### src/rtl/tx_arbiter.sv
// Round-robin arbiter feeding single bytes from a command requester and a RAM-dump
// requester into a UART transmitter, with a per-byte completion timeout.
//   state | meaning
//   IDLE  | no transfer; sample requests and pick a winner
//   LOAD  | pulse trmt to the UART, clear the timeout counter
//   WAIT  | wait for tx_done or timeout
//   ACK   | pulse the owner's ack, then return to IDLE
module tx_arbiter #(
    parameter logic [15:0] TO_CYC = 16'd50000
) (
    input  logic       clk,
    input  logic       rst,
    input  logic       cmd_req,
    input  logic [7:0] cmd_data,
    output logic       cmd_ack,
    input  logic       ram_req,
    input  logic [7:0] ram_data,
    output logic       ram_ack,
    output logic       trmt,
    output logic [7:0] tx_data,
    input  logic       tx_done,
    input  logic       clr_err,
    output logic       busy,
    output logic       grant_id,
    output logic       timeout_err
);

    typedef enum logic [1:0] {IDLE, LOAD, WAIT, ACK} state_t;

    state_t      state, state_nxt;
    logic [15:0] counter;
    logic        last_grant;
    logic        pick_ram;
    logic        load_en;
    logic        err_set;

    // On a tie the requester that did not win last time gets the byte.
    assign pick_ram = ram_req && (!cmd_req || !last_grant);

    always_comb begin
        state_nxt = state;
        load_en   = 1'b0;
        err_set   = 1'b0;
        case (state)
            IDLE: begin
                if (cmd_req || ram_req) begin
                    state_nxt = LOAD;
                    load_en   = 1'b1;
                end
            end
            LOAD: state_nxt = WAIT;
            WAIT: begin
                if (tx_done) begin
                    state_nxt = ACK;
                end else if (counter == TO_CYC - 16'd1) begin
                    err_set   = 1'b1;
                    state_nxt = ACK;
                end
            end
            ACK:     state_nxt = IDLE;
            default: state_nxt = IDLE;
        endcase
    end

    always_ff @(posedge clk) begin
        if (rst) begin
            state       <= IDLE;
            tx_data     <= 8'h00;
            grant_id    <= 1'b0;
            last_grant  <= 1'b1;
            counter     <= 16'd0;
            timeout_err <= 1'b0;
        end else begin
            state <= state_nxt;
            if (load_en) begin
                tx_data    <= pick_ram ? ram_data : cmd_data;
                grant_id   <= pick_ram;
                last_grant <= pick_ram;
            end
            if (state == LOAD) begin
                counter <= 16'd0;
            end else if (state == WAIT) begin
                counter <= counter + 16'd1;
            end
            // A new timeout outranks a clear arriving in the same cycle.
            if (err_set) begin
                timeout_err <= 1'b1;
            end else if (clr_err) begin
                timeout_err <= 1'b0;
            end
        end
    end

    assign trmt    = (state == LOAD);
    assign busy    = (state != IDLE);
    assign cmd_ack = (state == ACK) && !grant_id;
    assign ram_ack = (state == ACK) && grant_id;

endmodule
### config.mk
export PLATFORM = sky130hd
export DESIGN_NAME = tx_arbiter
export DESIGN_NICKNAME = d
export VERILOG_FILES = /design/src/rtl/tx_arbiter.sv
export SDC_FILE = /design/constraint.sdc
export NUM_CORES = 1
export LEC_CHECK = 0
export BUFFER_PORTS_ARGS = -buffer_cell sky130_fd_sc_hd__buf_2
export CORE_MARGIN = 5
export CORE_UTILIZATION = 55
export CTS_BUF_LIST = sky130_fd_sc_hd__clkbuf_16
export DETAILED_ROUTE_END_ITERATION = 6
export PLACE_DENSITY = 0.82
export SYNTH_ARGS = -nofsm -noshare
export SYNTH_HDL_FRONTEND = slang
export SYNTH_SLANG_ARGS = --single-unit
### constraint.sdc
create_clock -name clk -period 4.61 [get_ports clk]
set_input_delay 0.461 -clock clk [delete_from_list [all_inputs] [get_ports clk]]
set_output_delay 0.461 -clock clk [all_outputs]
set_load 0.02 [all_outputs]
Word-level counts from Yosys, hierarchy flattened --
Index checks and enable logic that the tools add are counted.
Word-level totals: flip-flop bits (word level) 29, latch bits 0, bits in writable memories 0, ROM bits 0, output and inout bits 14, word-level logic and storage cells 38, memories kept 0
Cells by class: add/subtract/negate cells 1, multipliers 0, divide/modulo/power cells 0, order comparisons 0, equality and inequality tests 6, shift-type cells 0, mux-type cells 12, bitwise logic cells 0, reductions and logical operators 13
Operators with widths (count):
- $add 16x1->16 const B | 1
- $eq 16x16->1 const B | 1
- $mux 8 | 1
- $pmux 2 s4 | 1
- $mux 1 | 7
- $mux 2 | 3
- $eq 2x2->1 const B | 2
- $reduce_bool 2->1 | 2
- $logic_and 1x1->1 | 3
- $logic_not 1->1 | 3
- $ne 3x3->1 const B | 1
- $eq 2x1->1 const B | 1
- $logic_not 2->1 | 1
- $logic_or 1x1->1 | 2
- $ne 2x2->1 const B | 1
- $reduce_and 2->1 | 1
- $reduce_or 2->1 | 1

Logic depth before layout (Yosys ltp) --
Gate-level depths: netlist of run 1.
depth in word-level cells 5, gate-level depth with buffers 7, depth with buffers taken out 6

Least setup slack after synthesis of run 1 --
Ideal clock, no wire load.
path type reg2reg, start register state[0], end register counter[12], data arrival time 1.737 ns, data required time 4.539 ns, setup slack 2.802 ns, cell stages (with the launch flop) 8, path buffers 1, period minus slack after synthesis 1.808 ns, path through dfxtp_1 inv_1 ha_1 buf_6 nand4_1 or4_4 or3_1 a21oi_1
Between the ends: longest elaborated chain between the ends 2, elaborated cells between the ends (all ways) 3
RTL lines:
- from (decl) | RTL line 30 | state_t state, state_nxt;
- from (signal assigned) | RTL line 74 | state <= state_nxt;
- $eq 2x1->1 | RTL line 80 | if (state == LOAD) begin
- $reduce_or 2->1 (no source line)
- to (signal assigned) | RTL line 83 | counter <= counter + 16'd1;
- to (decl) | RTL line 31 | logic [15:0] counter;
Parallel ways exist; a longest one is shown, timed or not. A chain may end at the register's enable or synchronous reset.

Worst setup path after layout of run 1 --
Ends and elaborated chain as after synthesis.

==> summary.md, run 1 <==
| Metric | Value |
|---|---|
| Status | completed |
| Slew Viols, Final | 0 |
| Routed vias/inst | 5.64 |
| Hold Path Class | input pin to flop |
| Vias in the first global route | 1176 |
| Critical-path cell list | inv_1, ha_1, nand4_1, or4_4, or3_1, a21oi_1 |
| Biggest area consumer among synthesized cells | dfxtp_1 |
| Required @ worst endpoint | 4.82 ns |
| Yosys top cell area share | 0.392 |
| Worst slew pin tran | 0.936 ns |
| Worst path slowest cell | or4_4 |
| Leak | 0.772 nW |
| Post-CTS Setup Inserts | 0 |
| Max-slew headroom | 0.374 |
| Post-synth EDFFs | 0 |
| Placed inst area | 1670 um2 |
| CP max FO | 8 |
| DRT Wirelength | 3260 um |
| Period utilization | 0.446 |
| Post-route ant nets | 0 |
| DRC | 0 |
| Count leader, synth | dfxtp_1 |
| Setup violations, final | 0 |
| Netlist cell types | 40 |
| Area Overhead vs Synth | 22.0% |
| GRT Overall Usage | 0.188 |
| Main area contributors after synthesis | dfxtp_1 (39%), mux2i_1 (7.4%), nor2_1 (5.8%) |
| Worst Setup SP | state[0] |
| Hold Vio Cnt, Final | 0 |
| Mapped Nets | 192 |
| I/O pin cnt | 36 |
| Critical path launch point type | flop |
| Avg Inst Size Synth | 9.03 um2 |
| Netlist Area Pre-Place | 1480 um2 |
| Worst IR Drop VDD | 0.458 mV |
| Worst R2R End | counter[12] |
| Max-Cap Viols | 0 |
| Unrepaired setup endpoints after global routing | false |
| Fmax | 487 MHz |
| Cts hold-fix bufs | 0 |
| Pre-CTS setup slack | 2.58 ns |
| WL per Instance | 14.1 um |
| Antenna cells | 0 |
| Total die area | 3830 um2 |
| Post-Syn Instances | 164 |
| # nets final | 229 |
| R2R depth | 6 |
| Final instance area | 1810 um2 |
| Pwr per Cell Area | 500 nW/um2 |
| Rows | 18 |
| Largest net degree at the start of global routing | 18 |
| Final Skew | 0.00659 ns |
| Clock Latency Late Sink | 0.28 ns |
| TritonCTS Buffers | 5 |
| Post-synth ARST share | 0 |
| Slowest stage delay, CP | 0.55 ns |
| Synth Flop Type | dfxtp_1 |
| First-pass iteration count of the detailed router | 4 |
| Final core occ | 0.716 |
| Clk sink count | 29 |
| Post-synthesis sequential area ratio | 0.392 |
| Routability cong. | 0.778 |
| Die H | 61.9 um |
| H-tree levels | 2 |
| Die width | 61.9 um |
| Reg-to-reg slack, setup | 2.56 ns |
| CTS tree | done |
| Most frequent cells after synthesis | dfxtp_1 (29), nor2_1 (23), nand2_1 (13), mux2i_1 (11), a211oi_1 (8) |
| Clock slew at reported path FFs | 0.05 ns |
| CTS Buffer Depth | 2 |
| CP Capture Type | flop |
| Synth Warn # | 0 |
| Port-buffer cells | 35 |
| Root buffer cell | clkbuf_16 |
| Multi-input logic area | 851 um2 |
| Synth Register Bits | 29 |
| Sum Neg Setup Slack | 0 ns |
| RR Startpoint | state[0] |
| First-pass GRT wire length | 5130 um |
| DR iter-0 viols | 82 |
| Critical Path End | counter[12] |
| Core footprint | 2520 um2 |
| Critical Path AT | 2.26 ns |
| Layout cell share with drive strength beyond 1 | 0.262 |
| Final HPWL DP | 2460 um |
| Setup Crit Path Kind | flop to flop |
| Fillers | 188 |
| Post-CTS Resized | 0 |
| Initial antenna violation count | 0 |
| Overflow after GRT | 0 |
| Fin crit period | 2.05 ns |
| Vias after detailed routing | 1308 |
| Register area | 581 um2 |
| Initial core utilization | 0.587 |
| PnR worst setup slack | 2.56 ns |
==> cell usage in the layout, fill, tap and decap left out, types with 5 or more instances in the layout <==
| cell type | n |
|---|---|
| nor2_1 | 23 |
| a21oi_1 | 6 |
| inv_1 | 8 |
| ha_1 | 6 |
| clkbuf_16 | 5 |
| nand4_1 | 5 |
| nand2_1 | 13 |
| mux2i_1 | 11 |
| a211oi_1 | 8 |
| buf_2 | 35 |
| dfxtp_1 | 29 |
==> how the worst min path moves through the flow <==
stage / slack, ns / end / depth (start not counted) / start
6_report: 0.49 / timeout_err / 3 / clr_err
4_1_cts: 0.49 / timeout_err / 3 / clr_err
3_3_place_gp: 0.46 / timeout_err / 2 / timeout_err
3_5_place_dp: 0.47 / timeout_err / 2 / timeout_err
5_1_grt: 0.51 / timeout_err / 3 / clr_err
2_1_floorplan: 0.46 / counter[10] / 2 / counter[10]
==> cell families (layout without fill, tap and decap cells) <==
group                    after synthesis  in the layout  synth area share
flip-flops                            29             29             0.392
AO/OA/AOI/OAI                         27             27             0.124
AND/OR/NAND/NOR                       72             72             0.278
multiplexers                          11             11            0.0743
XOR/XNOR                               8              8            0.0473
buffers and inverters                 11             49            0.0338
adder cells (fa/ha/maj)                6              6            0.0507
==> power breakdown <==
part | internal (W) | switching [W]
sequential | 0.000294 | 0.0000266
combinational | 0.000106 | 0.000181
clock | 0.000193 | 0.000104
total | 0.000593 | 0.000311
==> sequential cells by signal, summed over array words and instances, names as in the netlist <==
| name | cells |
|---|---|
| state | 2 |
| last_grant | 1 |
| timeout_err | 1 |
| grant_id | 1 |
| counter | 16 |
| tx_data | 8 |
==> critical path, delay by kind of cell (launching register included) <==
kind | cells | cell delay, ns
buffers and inverters | 1 | 0.15
AOI/OAI and AO/OA | 1 | 0.14
adders and majority gates | 1 | 0.34
DFF | 1 | 0.33
and+or+nand+nor | 3 | 1.02
==> metal layers <==
| layer | part of all wire | global-route usage | vias to the layer above |
|---|---|---|---|
| li1 | - | - | 664 |
| met1 | 0.42 | 0.219 | 600 |
| met2 | 0.50 | 0.303 | 38 |
| met3 | 0.066 | 0.0744 | 6 |
| met4 | 0.013 | 0.0848 | 0 |
| met5 | 0 | 0 | - |
==> per-stage QoR <==
| stage | std cells | power [W] | hold WS, ns |
|---|---|---|---|
| final | 232 | 0.000904 | 0.487 |
| after global routing | 232 | 0.000962 | 0.515 |
| after CTS | 232 | 0.000913 | 0.488 |
| after detailed placement | 224 | 0.000612 | 0.470 |
| after global placement | 224 | 0.000599 | 0.457 |
| after floorplan | 164 | 0.000535 | 0.457 |
==> cell type report <==
cell class              count  area share
repair buffers             36       0.101
inverters                   5      0.0104
flip-flops and latches     29       0.321
multi-input cells         124       0.471
clock buffers               5      0.0693
well taps                  30      0.0208
clock inverters             3     0.00623
Note: power is estimated with default switching activity, not from simulation.
==> run 2, diff against run 1 <==
--- a/config.mk
+++ b/config.mk
@@ -7,10 +7,10 @@
 export LEC_CHECK = 0
 export BUFFER_PORTS_ARGS = -buffer_cell sky130_fd_sc_hd__buf_2
 export CORE_MARGIN = 5
-export CORE_UTILIZATION = 55
+export CORE_UTILIZATION = 52
 export CTS_BUF_LIST = sky130_fd_sc_hd__clkbuf_16
 export DETAILED_ROUTE_END_ITERATION = 6
-export PLACE_DENSITY = 0.82
+export PLACE_DENSITY = 0.78
 export SYNTH_ARGS = -nofsm -noshare
 export SYNTH_HDL_FRONTEND = slang
 export SYNTH_SLANG_ARGS = --single-unit
==> constraint.sdc (replaced) <==
create_clock -name clk -period 2.1 [get_ports clk]
set_input_delay 0.21 -clock clk [delete_from_list [all_inputs] [get_ports clk]]
set_output_delay 0.21 -clock clk [all_outputs]
set_load 0.02 [all_outputs]
==> run 2 against run 1 <==
Net effect:
- via count up 2.8%
- critical path depth unchanged
- core utilization down 4.5 points
- largest cell class unchanged
- largest power group unchanged
- highest routed layer unchanged
==> summary.md, run 2 (synthesis gave the netlist of run 1 again) <==
| Metric | Value |
|---|---|
| Port-buffer cells | 35 (unchanged) |
| Slowest stage delay, CP | 0.54 ns (about the same) |
| Largest register FFs | 16 (unchanged) |
| Max-slew headroom | 0.753 (+0.379) |
| Core footprint | 2730 um2 (+8.4%) |
| HP Start | clr_err |
| Largest net degree at the start of global routing | 18 (unchanged) |
| Post-route ant nets | 0 (unchanged) |
| Clock Latency Late Sink | 0.26 ns (-0.02 ns) |
| Biggest register | counter |
| Rows | 19 (+1) |
| Top cell family by delay on the critical path | simple AND/OR/NAND/NOR gates |
| Overflow after GRT | 0 (unchanged) |
| CP max FO | 4 (-4) |
| H-tree levels | 2 (unchanged) |
| Final HPWL DP | 2520 um (+2.4%) |
| Critical Path AT | 2.07 ns (-0.19 ns) |
| Leak | 0.781 nW (+1.3%) |
| # nets final | 233 (+1.7%) |
| Met2 track demand over resource | 0.278 (-0.0255) |
| I/O pin cnt | 36 (unchanged) |
| WL per Instance | 13.8 um (-1.6%) |
| Die H | 63.4 um (+2.4%) |
| Die width | 63.4 um (+2.4%) |
| Critical-path cell list | inv_1, ha_1, nand4_1, or4_4, or3_1, a21oi_1 |
| Initial core utilization | 0.542 (-0.0454) |
| Vias after detailed routing | 1344 (+2.8%) |
| Initial antenna violation count | 0 (unchanged) |
| Period utilization | 0.895 (+0.450) |
| PnR worst setup slack | 0.220 ns (-2.34 ns) |
| Hold Vio Cnt, Final | 0 (unchanged) |
| Routed vias/inst | 5.69 (+1.0%) |
| Worst slew pin tran | 0.368 ns (-0.568 ns) |
| Max-Cap Viols | 0 (unchanged) |
| First-pass iteration count of the detailed router | 4 (unchanged) |
| DR iter-0 viols | 40 (-51%) |
| DRC | 0 (unchanged) |
| CTS tree | done |
| Hold Path Class | input pin to flop |
| Status | completed |
| Buffers & Inverters on Critical Path | 1 (unchanged) |
| CTS Buffer Depth | 2 (unchanged) |
| Total die area | 4020 um2 (+4.8%) |
| Fin crit period | 1.88 ns (-0.174 ns) |
| Antenna cells | 0 (unchanged) |
| Critical path launch point type | flop |
| Post-CTS Setup Inserts | 0 (unchanged) |
| Setup violations, final | 0 (unchanged) |
| Cts hold-fix bufs | 0 (unchanged) |
| Final core occ | 0.671 (-0.0453) |
| Worst path slowest cell | or4_4 |
| DRT Wirelength | 3270 um (+0.12%) |
| Worst IR Drop VDD | 1.26 mV (+180%) |
| Multi-input logic area | 851 um2 (unchanged) |
| Pre-CTS setup slack | 0.262 ns (-2.31 ns) |
| Slew Viols, Final | 0 (unchanged) |
| Register area | 581 um2 (unchanged) |
| Most frequent cells in the layout | buf_2 (35), dfxtp_1 (29), nor2_1 (23) |
| Routability cong. | 0.831 (+6.7%) |
| Setup Crit Path Kind | flop to flop |
| Unrepaired setup endpoints after global routing | false |
| Most common cell after layout, fill and taps aside | buf_2 |
| Root buffer cell | clkbuf_16 |
| Clk sink count | 29 (unchanged) |
| GRT Overall Usage | 0.164 (-0.0240) |
| Met3 Usage GRT | 0.0373 (-0.0371) |
| Vias in the first global route | 1279 (+8.8%) |
| Sum Neg Setup Slack | 0 ns (unchanged) |
| Total power | 0.00199 W (+120%) |
| Met1 usage | 0.200 (-0.0186) |
| Post-CTS Resized | 0 (unchanged) |
| Fmax | 532 MHz (+9.2%) |
| Largest registers | counter (16), tx_data (8), state (2) |
| Clock slew at reported path FFs | 0.05 ns (about the same) |
| Fillers | 199 (+5.9%) |
| Worst Setup SP | state[0] |
| RR Startpoint | state[0] |
| Area Overhead vs Synth | 23.8% |
| Required @ worst endpoint | 2.29 ns (-2.53 ns) |
| TritonCTS Buffers | 5 (unchanged) |
| First-pass GRT wire length | 5450 um (+6.2%) |
| Most crowded layer after global routing | met2 |
| Layout cell share with drive strength beyond 1 | 0.278 (+0.0157) |
| Final Skew | 0.00199 ns (-0.00460 ns) |
| Pwr per Cell Area | 1090 nW/um2 (+120%) |
| CP Capture Type | flop |
[run 2: changes by cell type in the layout (fill, tap and decap cells not counted)]
cell and change:
clkinv_1 +1, buf_4 +4, inv_1 -2
[run 2: layout make-up]
cell class | instances | share of cell area
sequential | 29 | 0.317
tap | 31 | 0.0211
multi-input combinational | 124 | 0.464
inverter | 5 | 0.0102
timing repair buffer | 40 | 0.116
clock buffer | 5 | 0.0682
clock inverter | 2 | 0.00409
[run 2: worst register-to-register path, delay by kind of cell, from the launching register on]
family,cells,cell delay [ns]
buf+inv,1,0.14
fa+ha+maj,1,0.23
flops,1,0.32
compound gates,1,0.14
simple gates,3,0.97
[run 2: power breakdown]
group,total (W),internal (W),switching [W]
registers,0.000705,0.000646,0.0000592
clock network,0.000622,0.000420,0.000203
logic,0.000667,0.000258,0.000409
total,0.00199,0.00132,0.000671
[run 2: stage by stage]
step	area, um2	cells	hold slack, ns
global placement	1700	229	0.453
global route	1830	236	0.221
CTS	1830	236	0.206
floorplan	1480	164	0.283
detailed placement	1700	229	0.465
finish	1830	236	0.210
[run 2: path summary, 6_finish.rpt]
kind,endpoint,slack (ns),cells past startpoint
worst min-delay path,timeout_err,0.21,3
worst max-delay path,counter[12],0.22,6
worst max register to register,counter[12],0.22,6
worst min register to register,timeout_err,0.47,2
[run 2: metal layers]
layer | part of all wire | wire (um)
met5 | 0 | 0
met2 | 0.51 | 1660
met4 | 0.0061 | 20
met3 | 0.047 | 154
met1 | 0.44 | 1440
